`src/rtl/matrix_stream_pkg.sv`:
```
// Shared types and sizes for the matrix result streamer.
// MATRIX_STREAM_CHECKSUM_EN appends a checksum word to every frame.
package matrix_stream_pkg;

    localparam int unsigned N_RESULT_WORDS  = 9;
    localparam int unsigned IDX_W           = 4;
    localparam int unsigned HALT_PC_DEFAULT = 356;

`ifdef MATRIX_STREAM_CHECKSUM_EN
    localparam int unsigned N_FRAME_WORDS = N_RESULT_WORDS + 1;
`else
    localparam int unsigned N_FRAME_WORDS = N_RESULT_WORDS;
`endif

    localparam int unsigned LAST_IDX = N_FRAME_WORDS - 1;

    typedef enum logic [1:0] {
        IDLE   = 2'd0,
        STREAM = 2'd1,
        DONE   = 2'd2
    } state_e;

endpackage

```
`src/rtl/result_snapshot_reg.sv`:
```
// Nine-word result snapshot with load enable and an indexed read port.
// MATRIX_STREAM_CHECKSUM_EN adds a tenth word holding the sum taken at load time.
module result_snapshot_reg
    import matrix_stream_pkg::*;
#(
    parameter int unsigned DATA_W = 32
) (
    input  logic              clk,
    input  logic              rst_n,
    input  logic              load,
    input  logic [DATA_W-1:0] d11,
    input  logic [DATA_W-1:0] d12,
    input  logic [DATA_W-1:0] d13,
    input  logic [DATA_W-1:0] d21,
    input  logic [DATA_W-1:0] d22,
    input  logic [DATA_W-1:0] d23,
    input  logic [DATA_W-1:0] d31,
    input  logic [DATA_W-1:0] d32,
    input  logic [DATA_W-1:0] d33,
    input  logic [IDX_W-1:0]  rd_idx,
    output logic [DATA_W-1:0] rd_data_c
);

    logic [DATA_W-1:0] word_in [N_RESULT_WORDS];
    logic [DATA_W-1:0] snap_q  [N_FRAME_WORDS];
    logic [DATA_W-1:0] snap_d  [N_FRAME_WORDS];

    assign word_in[0] = d11;
    assign word_in[1] = d12;
    assign word_in[2] = d13;
    assign word_in[3] = d21;
    assign word_in[4] = d22;
    assign word_in[5] = d23;
    assign word_in[6] = d31;
    assign word_in[7] = d32;
    assign word_in[8] = d33;

`ifdef MATRIX_STREAM_CHECKSUM_EN
    logic [DATA_W-1:0] sum_c;

    // Checksum wraps modulo 2^DATA_W.
    always_comb begin
        sum_c = '0;
        for (int unsigned i = 0; i < N_RESULT_WORDS; i++) begin
            sum_c = sum_c + word_in[i];
        end
    end
`endif

    always_comb begin
        for (int unsigned i = 0; i < N_RESULT_WORDS; i++) begin
            snap_d[i] = load ? word_in[i] : snap_q[i];
        end
`ifdef MATRIX_STREAM_CHECKSUM_EN
        snap_d[N_RESULT_WORDS] = load ? sum_c : snap_q[N_RESULT_WORDS];
`endif
    end

    always_ff @(posedge clk) begin
        if (!rst_n) begin
            for (int unsigned i = 0; i < N_FRAME_WORDS; i++) begin
                snap_q[i] <= '0;
            end
        end else begin
            for (int unsigned i = 0; i < N_FRAME_WORDS; i++) begin
                snap_q[i] <= snap_d[i];
            end
        end
    end

    // Reads the next-state snapshot so the top can register the word on the capture edge.
    always_comb begin
        rd_data_c = '0;
        for (int unsigned i = 0; i < N_FRAME_WORDS; i++) begin
            if (rd_idx == IDX_W'(i)) begin
                rd_data_c = snap_d[i];
            end
        end
    end

endmodule

```
`src/rtl/matrix_result_streamer.sv`:
```
// Captures the 3x3 product matrix when the core halts and streams it row-major on valid/ready.
// MATRIX_STREAM_CHECKSUM_EN appends a modular checksum word (idx 9).
module matrix_result_streamer
    import matrix_stream_pkg::*;
#(
    parameter int unsigned DATA_W  = 32,
    parameter int unsigned PC_W    = 32,
    parameter int unsigned HALT_PC = HALT_PC_DEFAULT
) (
    input  logic              clk,
    input  logic              rst_n,
    input  logic [PC_W-1:0]   pc,
    input  logic [DATA_W-1:0] d11,
    input  logic [DATA_W-1:0] d12,
    input  logic [DATA_W-1:0] d13,
    input  logic [DATA_W-1:0] d21,
    input  logic [DATA_W-1:0] d22,
    input  logic [DATA_W-1:0] d23,
    input  logic [DATA_W-1:0] d31,
    input  logic [DATA_W-1:0] d32,
    input  logic [DATA_W-1:0] d33,
    output logic [DATA_W-1:0] out_data,
    output logic [3:0]        out_idx,
    output logic              out_valid,
    input  logic              out_ready,
    output logic              out_last,
    output logic              busy,
    output logic              done
);

    state_e            state_q, state_d;
    logic [IDX_W-1:0]  idx_q, idx_d;
    logic [DATA_W-1:0] out_data_q, out_data_d;
    logic              out_valid_q, out_valid_d;
    logic              out_last_q, out_last_d;
    logic              busy_q, busy_d;
    logic              done_q, done_d;
    logic              load_c;
    logic              at_halt_c;
    logic              xfer_c;
    logic [DATA_W-1:0] rd_data_c;

    assign at_halt_c = (pc == PC_W'(HALT_PC));
    assign xfer_c    = out_valid_q && out_ready;

    result_snapshot_reg #(
        .DATA_W (DATA_W)
    ) u_snapshot (
        .clk       (clk),
        .rst_n     (rst_n),
        .load      (load_c),
        .d11       (d11),
        .d12       (d12),
        .d13       (d13),
        .d21       (d21),
        .d22       (d22),
        .d23       (d23),
        .d31       (d31),
        .d32       (d32),
        .d33       (d33),
        .rd_idx    (idx_d),
        .rd_data_c (rd_data_c)
    );

    // Next state plus next values of the registered outputs.
    always_comb begin
        state_d = state_q;
        idx_d   = idx_q;
        load_c  = 1'b0;

        case (state_q)
            IDLE: begin
                if (at_halt_c) begin
                    load_c  = 1'b1;
                    idx_d   = '0;
                    state_d = STREAM;
                end
            end
            STREAM: begin
                if (xfer_c) begin
                    if (idx_q == IDX_W'(LAST_IDX)) begin
                        state_d = DONE;
                    end else begin
                        idx_d = idx_q + IDX_W'(1);
                    end
                end
            end
            DONE: begin
                if (!at_halt_c) begin
                    state_d = IDLE;
                end
            end
            default: state_d = IDLE;
        endcase

        out_valid_d = (state_d == STREAM);
        busy_d      = (state_d == STREAM);
        done_d      = (state_d == DONE);
        out_last_d  = out_valid_d && (idx_d == IDX_W'(LAST_IDX));
        out_data_d  = out_valid_d ? rd_data_c : '0;
    end

    always_ff @(posedge clk) begin
        if (!rst_n) begin
            state_q     <= IDLE;
            idx_q       <= '0;
            out_data_q  <= '0;
            out_valid_q <= 1'b0;
            out_last_q  <= 1'b0;
            busy_q      <= 1'b0;
            done_q      <= 1'b0;
        end else begin
            state_q     <= state_d;
            idx_q       <= idx_d;
            out_data_q  <= out_data_d;
            out_valid_q <= out_valid_d;
            out_last_q  <= out_last_d;
            busy_q      <= busy_d;
            done_q      <= done_d;
        end
    end

    assign out_data  = out_data_q;
    assign out_idx   = idx_q;
    assign out_valid = out_valid_q;
    assign out_last  = out_last_q;
    assign busy      = busy_q;
    assign done      = done_q;

endmodule
```
`config.mk`:
```
export PLATFORM = sky130hd
export DESIGN_NAME = matrix_result_streamer
export DESIGN_NICKNAME = d
export VERILOG_FILES = /design/src/rtl/matrix_stream_pkg.sv /design/src/rtl/result_snapshot_reg.sv /design/src/rtl/matrix_result_streamer.sv
export SDC_FILE = /design/constraint.sdc
export NUM_CORES = 1
export LEC_CHECK = 0
export BUFFER_PORTS_ARGS = -buffer_cell sky130_fd_sc_hd__buf_2
export CAP_MARGIN = 25
export CORE_AREA = 2 2 196 198
export DETAILED_ROUTE_END_ITERATION = 12
export DIE_AREA = 0 0 198 200
export GPL_ROUTABILITY_DRIVEN = 0
export GPL_TIMING_DRIVEN = 0
export PLACE_DENSITY = 0.68
export SYNTH_ARGS = -nofsm -noshare
export SYNTH_HDL_FRONTEND = slang
export SYNTH_SLANG_ARGS = --single-unit
```
`constraint.sdc`:
```
create_clock -name clk -period 2.7 [get_ports clk]
set_input_delay 0.27 -clock clk [delete_from_list [all_inputs] [get_ports clk]]
set_output_delay 0.27 -clock clk [all_outputs]
set_load 0.01 [all_outputs]
```
==> out/metrics.cfg, run 1 <==
[synthesis]
ys_warn_count=0
syn_inst=1800
yosysSeqAreaShare_pct=44.2
synth_edf_count=0
syn_nets=2125
synthArstFlopShare_pct=0
yosys_register_bits=329
synth_cell_type_count=66
syn_area_sq_um=14900
synth_area_per_cell_sq_um=8.27
synth-main-ff-cell=dfxtp_1

[floorplanning]
die_w_um=198
die_height_um=200
start_util_pct=39.8
rows=71
core-area_sq_um=37400
io_pins=363
design.die.area_sq_um=39600

[global_route]
grt_pass1_wl_mm=86.7
grt_overflow=0
grt_usage_pct=29.3
grt_pass1_vias=15010
antenna_found_initial=3
grt_start_max_net_pins=13
met2_usage_pct=48.4
grt_use_met3_pct=4.55
use_met1_pct=37.6
grt-busiest-layer=met2

[pwr]
power.leakage_uw=0.00845
ir_drop_mv=0.386
cellPowerDensity_nw_per_um2=497

[worst_setup_path]
crit_top_cell=buf_6
crit_chain=buf_6 -> clkinv_4 -> ha_4 -> and3b_1 -> buf_6 -> or3_4 -> a21oi_1 -> a2111oi_2 -> a211oi_1 -> o41ai_4 -> a221oi_2
slowest_stage=or3_4
cpPeakStageDelay_ps=430
startpoint_type=flip-flop
required_ps=3130
crit_type=flip-flop to flip-flop
reg2reg_depth=11
setup.worst_path.end_class=flip-flop
arrival_ps=3200
crit_path_max_fanout=7

[timing]
fin_ws_ps=-70.8
drv_slew=0
hold_viol_final=0
worst_slew_pin_slew_ps=815
final-setup-viol-count=9
finalCriticalPeriod_ps=2770
rsz0062_at_grt=yes
relSlewSlack_pct=45.7
holdWs_ps=3.26
fin_crit_sh_pct=103
fmax_mhz=361
clock_skew_ps=15.1

[clock_tree]
clk_latency_ps=550
cts_sinks=329
path_clk_slew_ps=60
cts_root_buffer=clkbuf_16
clockBufferDepth=3
cts_buffers=37
htree_levels=2
cts_tree=built

[layout]
fill_cells=3495
nets=2706
syn_to_final_growth_pct=40.8
drive_above_1_share_pct=25.2

[routing]
dr.first_iter.drc_count=1396
via_count=15724
postRouteAntennaNets=0
remaining_drc_errors=0
drt-wirelength-per-cell_um=20.6
drt-pass1-iter-count=8
drt_wl_total_mm=60.1
viasPerCell=5.39

[flow_run]
maxCapViolCount=0

[placed_design]
place_ws_ps=-760
hpwl_mm=45.9
io_buffers=361

[min_path]
worstHoldPathCells=3
hold_class=input pin to flip-flop

[outcome]
outcome=finished, violations left
violations=negative setup slack

[synth_stat cells (2+ instances only)]
cell type | instances | area share (%)
a211o_1 | 30 | 1.8
a211oi_1 | 4 | 0.20
a21boi_0 | 227 | 11
a21oi_1 | 43 | 1.4
a221oi_2 | 2 | 0.20
a22oi_1 | 29 | 1.5
a31oi_1 | 62 | 2.6
and2_1 | 5 | 0.21
and3_1 | 31 | 1.3
and4_1 | 2 | 0.12
and4bb_1 | 2 | 0.17
buf_1 | 7 | 0.18
buf_2 | 38 | 1.3
buf_4 | 7 | 0.35
buf_6 | 5 | 0.38
clkbuf_1 | 98 | 2.5
dfxtp_1 | 329 | 44
ha_1 | 2 | 0.17
inv_1 | 6 | 0.15
mux2i_1 | 63 | 4.2
nand2_1 | 579 | 15
nand3_1 | 38 | 1.3
nor2_1 | 8 | 0.20
nor2b_1 | 62 | 2.6
nor3_1 | 5 | 0.17
nor3_2 | 5 | 0.34
nor4_1 | 2 | 0.084
nor4_2 | 5 | 0.42
nor4_4 | 3 | 0.43
o21a_1 | 3 | 0.15
o21ai_0 | 3 | 0.10
o21ai_1 | 3 | 0.10
o22ai_1 | 31 | 1.3
o32ai_1 | 29 | 1.7
[critical path: cells and delay by family (launching register included)]
family	cells	cell delay, ps
flip-flops	1	340
AO/OA/AOI/OAI	5	1250
buffers and inverters	3	310
AND/OR/NAND/NOR	2	610
adder cells (fa/ha/maj)	1	150
[cell families (layout without fill, tap and decap cells)]
family          count (synthesis)  count (layout)  synth area share (%)
simple gates                  759             759                  22.7
compound gates                483             483                  23.6
flops                         329             329                  44.2
buf+inv                       162             767                  4.86
mux                            65              65                  4.40
fa+ha+maj                       2               2                 0.168
other cells                     0               2                     0
[metal layers]
layer	part of all wire, %	vias to the layer above
met4	5.2	4
li1	-	7385
met1	42	7392
met2	45	770
met5	0.030	-
met3	7.8	173
[area by class of cell]
type                    count  area (sq um)  area share [%]
clock buffers              58          1140            5.42
diodes                      2          5.00          0.0239
flip-flops and latches    329          6590            31.4
plain buffers             154           863            4.12
inverters                   6          27.5           0.131
multi-input cells        1309          8020            38.3
repair buffers            544          3650            17.4
well taps                 511           639            3.05
clock inverters             5          28.8           0.137
[power breakdown]
part	internal [uW]	leakage, uW	switching (uW)
clock network	2880	0.000577	2050
logic	383	0.00522	243
registers	4850	0.00265	0.00000101
total	8120	0.00845	2290
[worst paths after layout]
kind | from | end | slack, ps
worst min-delay path | d31[9] | u_snapshot.snap_q[0][201] | 3
worst max register to register | out_idx[0] | out_data[28] | -70
worst max-delay path | out_idx[0] | out_data[28] | -70
worst min register to register | u_snapshot.snap_q[0][249] | u_snapshot.snap_q[0][249] | 460
[layout by cell type, fill, tap and decap left out, types with 15 or more instances in the layout]
cell	n
o22ai_1	31
clkbuf_16	41
clkbuf_1	76
buf_4	24
and3_1	28
o32ai_1	29
nand2_1	569
a211o_1	29
mux2i_1	63
nor2b_1	62
dfxtp_1	326
nand3_1	36
a21oi_1	43
clkbuf_2	23
a21boi_0	227
dlygate4sd3_1	156
buf_2	390
a22oi_1	27
a31oi_2	15
a31oi_1	43
buf_6	16
[timing repair]
item                       4_1_cts  5_1_grt
buffers inserted                14       10
gates resized for setup         98       86
hold endpoints to repair       155        1
hold buffers                   155        1
gates cloned                     1        3
setup endpoints to repair       71       50
pin swaps                       22       29
[registers in the layout, summed over array words and instances (netlist names)]
register           flops
out_data              32
out_idx                4
busy                   1
out_last               1
done                   1
state_q                2
u_snapshot.snap_q    288
[metrics by stage]
step	area, sq um	instances	util [%]	total power (uW)	TNS, ps
after floorplan	14900	1800	-	5070	0
after detailed placement	17300	2672	46.4	5400	-79120
after CTS	20600	2904	55.0	10400	0
after global placement	17300	2672	46.4	5390	-69050
after global routing	21000	2917	56.1	10700	-854
final	21000	2918	56.1	10400	-260
Note: power is estimated with default switching activity, not from simulation.
==> run 2, diff against run 1 <==
--- a/config.mk
+++ b/config.mk
@@ -8,11 +8,12 @@
 export BUFFER_PORTS_ARGS = -buffer_cell sky130_fd_sc_hd__buf_2
 export CAP_MARGIN = 25
 export CORE_AREA = 2 2 196 198
+export CTS_CLUSTER_SIZE = 20
 export DETAILED_ROUTE_END_ITERATION = 12
 export DIE_AREA = 0 0 198 200
 export GPL_ROUTABILITY_DRIVEN = 0
 export GPL_TIMING_DRIVEN = 0
-export PLACE_DENSITY = 0.68
+export PLACE_DENSITY = 0.65
 export SYNTH_ARGS = -nofsm -noshare
 export SYNTH_HDL_FRONTEND = slang
 export SYNTH_SLANG_ARGS = --single-unit
==> constraint.sdc (replaced) <==
create_clock -name clk -period 3.4 [get_ports clk]
set_input_delay 0.34 -clock clk [delete_from_list [all_inputs] [get_ports clk]]
set_output_delay 0.34 -clock clk [all_outputs]
set_load 0.01 [all_outputs]
==> out/metrics.cfg, run 2 (synthesis gave the netlist of run 1 again) <==
[outcome]
outcome=finished, final reports clean

[pwr]
ir_drop_mv=0.324
power.leakage_uw=0.00745
p_total_uw=8120
cellPowerDensity_nw_per_um2=437

[timing]
holdWs_ps=64.2
fmax_mhz=306
fin_crit_sh_pct=96.2
worst_slew_pin_slew_ps=852
finalCriticalPeriod_ps=3270
final-setup-viol-count=0
relSlewSlack_pct=43.2
rsz0062_at_grt=yes
hold_viol_final=0
clock_skew_ps=22.1
drv_slew=0
fin_ws_ps=129

[routing]
drt_wl_total_mm=57.2
dr.first_iter.drc_count=1249
wl_met1_mm=24.5
top_layer=met5
drt-pass1-iter-count=7
remaining_drc_errors=0
via_count=14775
postRouteAntennaNets=0
wl_met3_mm=4.38
viasPerCell=5.40
wl_met2_mm=25.8
drt-wirelength-per-cell_um=20.9

[placed_design]
hpwl_mm=45.9
place_inst=2672
place_ws_ps=90.7
place_area_sq_um=17300
io_buffers=361

[layout]
fin_cells=2738
fill_cells=3786
syn_to_final_growth_pct=24.8
top_register=u_snapshot.snap_q
drive_above_1_share_pct=22.9
largest_reg_flops=288
fin_area_sq_um=18600
layout_common_cells=nand2_1, buf_2, dfxtp_1, a21boi_0, clkbuf_1
nets=2524
layout_commonest_cell=nand2_1

[floorplanning]
core-area_sq_um=37400
die_height_um=200
design.die.area_sq_um=39600
die_w_um=198
rows=71
start_util_pct=39.8
io_pins=363

[global_route]
antenna_found_initial=8
grt_pass1_wl_mm=82.6
grt_pass1_vias=14129
grt_overflow=0
grt_usage_pct=28.1
grt_start_max_net_pins=14

[min_path]
hold_class=input pin to flip-flop

[worst_setup_path]
crit_type=flip-flop to flip-flop
setup.worst_path.end_class=flip-flop
required_ps=3770
startpoint_type=flip-flop
arrival_ps=3640
crit_path_max_fanout=9

[clock_tree]
cts_sinks=329
cts_root_buffer=clkbuf_16
cts_tree=built
path_clk_slew_ps=60
htree_levels=2
cts_buffers=36
clk_latency_ps=530
clockBufferDepth=3

[flow_run]
maxCapViolCount=0

[run 2: critical path: stages, from the launching register on]
cell and delay [ps]:
dfxtp_1 360, buf_2 230, inv_1 110, ha_1 210, and3b_1 170, buf_4 170
nor3_2 380, nor3_1 170, a2111oi_0 450, a211oi_1 120, o41ai_2 610, a221oi_2 130
[run 2: final timing paths]
path / cells after the start / end / slack, ps / startpoint
max reg2reg: 11 / out_data[28] / 130 / out_idx[0]
max: 11 / out_data[28] / 130 / out_idx[0]
min reg2reg: 2 / u_snapshot.snap_q[0][85] / 460 / u_snapshot.snap_q[0][85]
min: 3 / u_snapshot.snap_q[0][42] / 60 / d12[10]
[run 2: per-stage QoR]
stage,setup TNS (ps),utilization (%)
after global routing,-89.3,49.7
after global placement,0,46.4
after floorplan,0,-
after CTS,0,49.5
final,0,49.7
after detailed placement,0,46.4
[run 2: metal layers]
layer	track usage, %	up-vias
met3	4.33	129
met4	11.7	10
met2	45.7	679
li1	-	7023
met5	0	-
met1	37.4	6934
[run 2: timing repair]
| action | in CTS | in global routing |
|---|---|---|
| gates resized for setup | 0 | 23 |
| setup buffers | 0 | 0 |
| setup endpoints to repair | 0 | 26 |
| hold buffers | 0 | 0 |
[run 2: power by group]
part	total, uW	leakage (uW)	switching (uW)	internal (uW)
registers	3850	0.00265	0.000000767	3850
logic	349	0.00423	162	187
clock network	3920	0.000581	1610	2300
total	8120	0.00745	1780	6340
[run 2: layout make-up]
cell class / count / area, sq um / area share, %
multi-input combinational: 1309 / 7620 / 41.0
sequential: 329 / 6590 / 35.5
timing repair buffer: 361 / 1810 / 9.72
clock buffer: 56 / 1140 / 6.13
buffer: 156 / 713 / 3.84
tap: 511 / 639 / 3.44
clock inverter: 6 / 46.3 / 0.249
inverter: 6 / 22.5 / 0.121
antenna: 4 / 10.0 / 0.0539
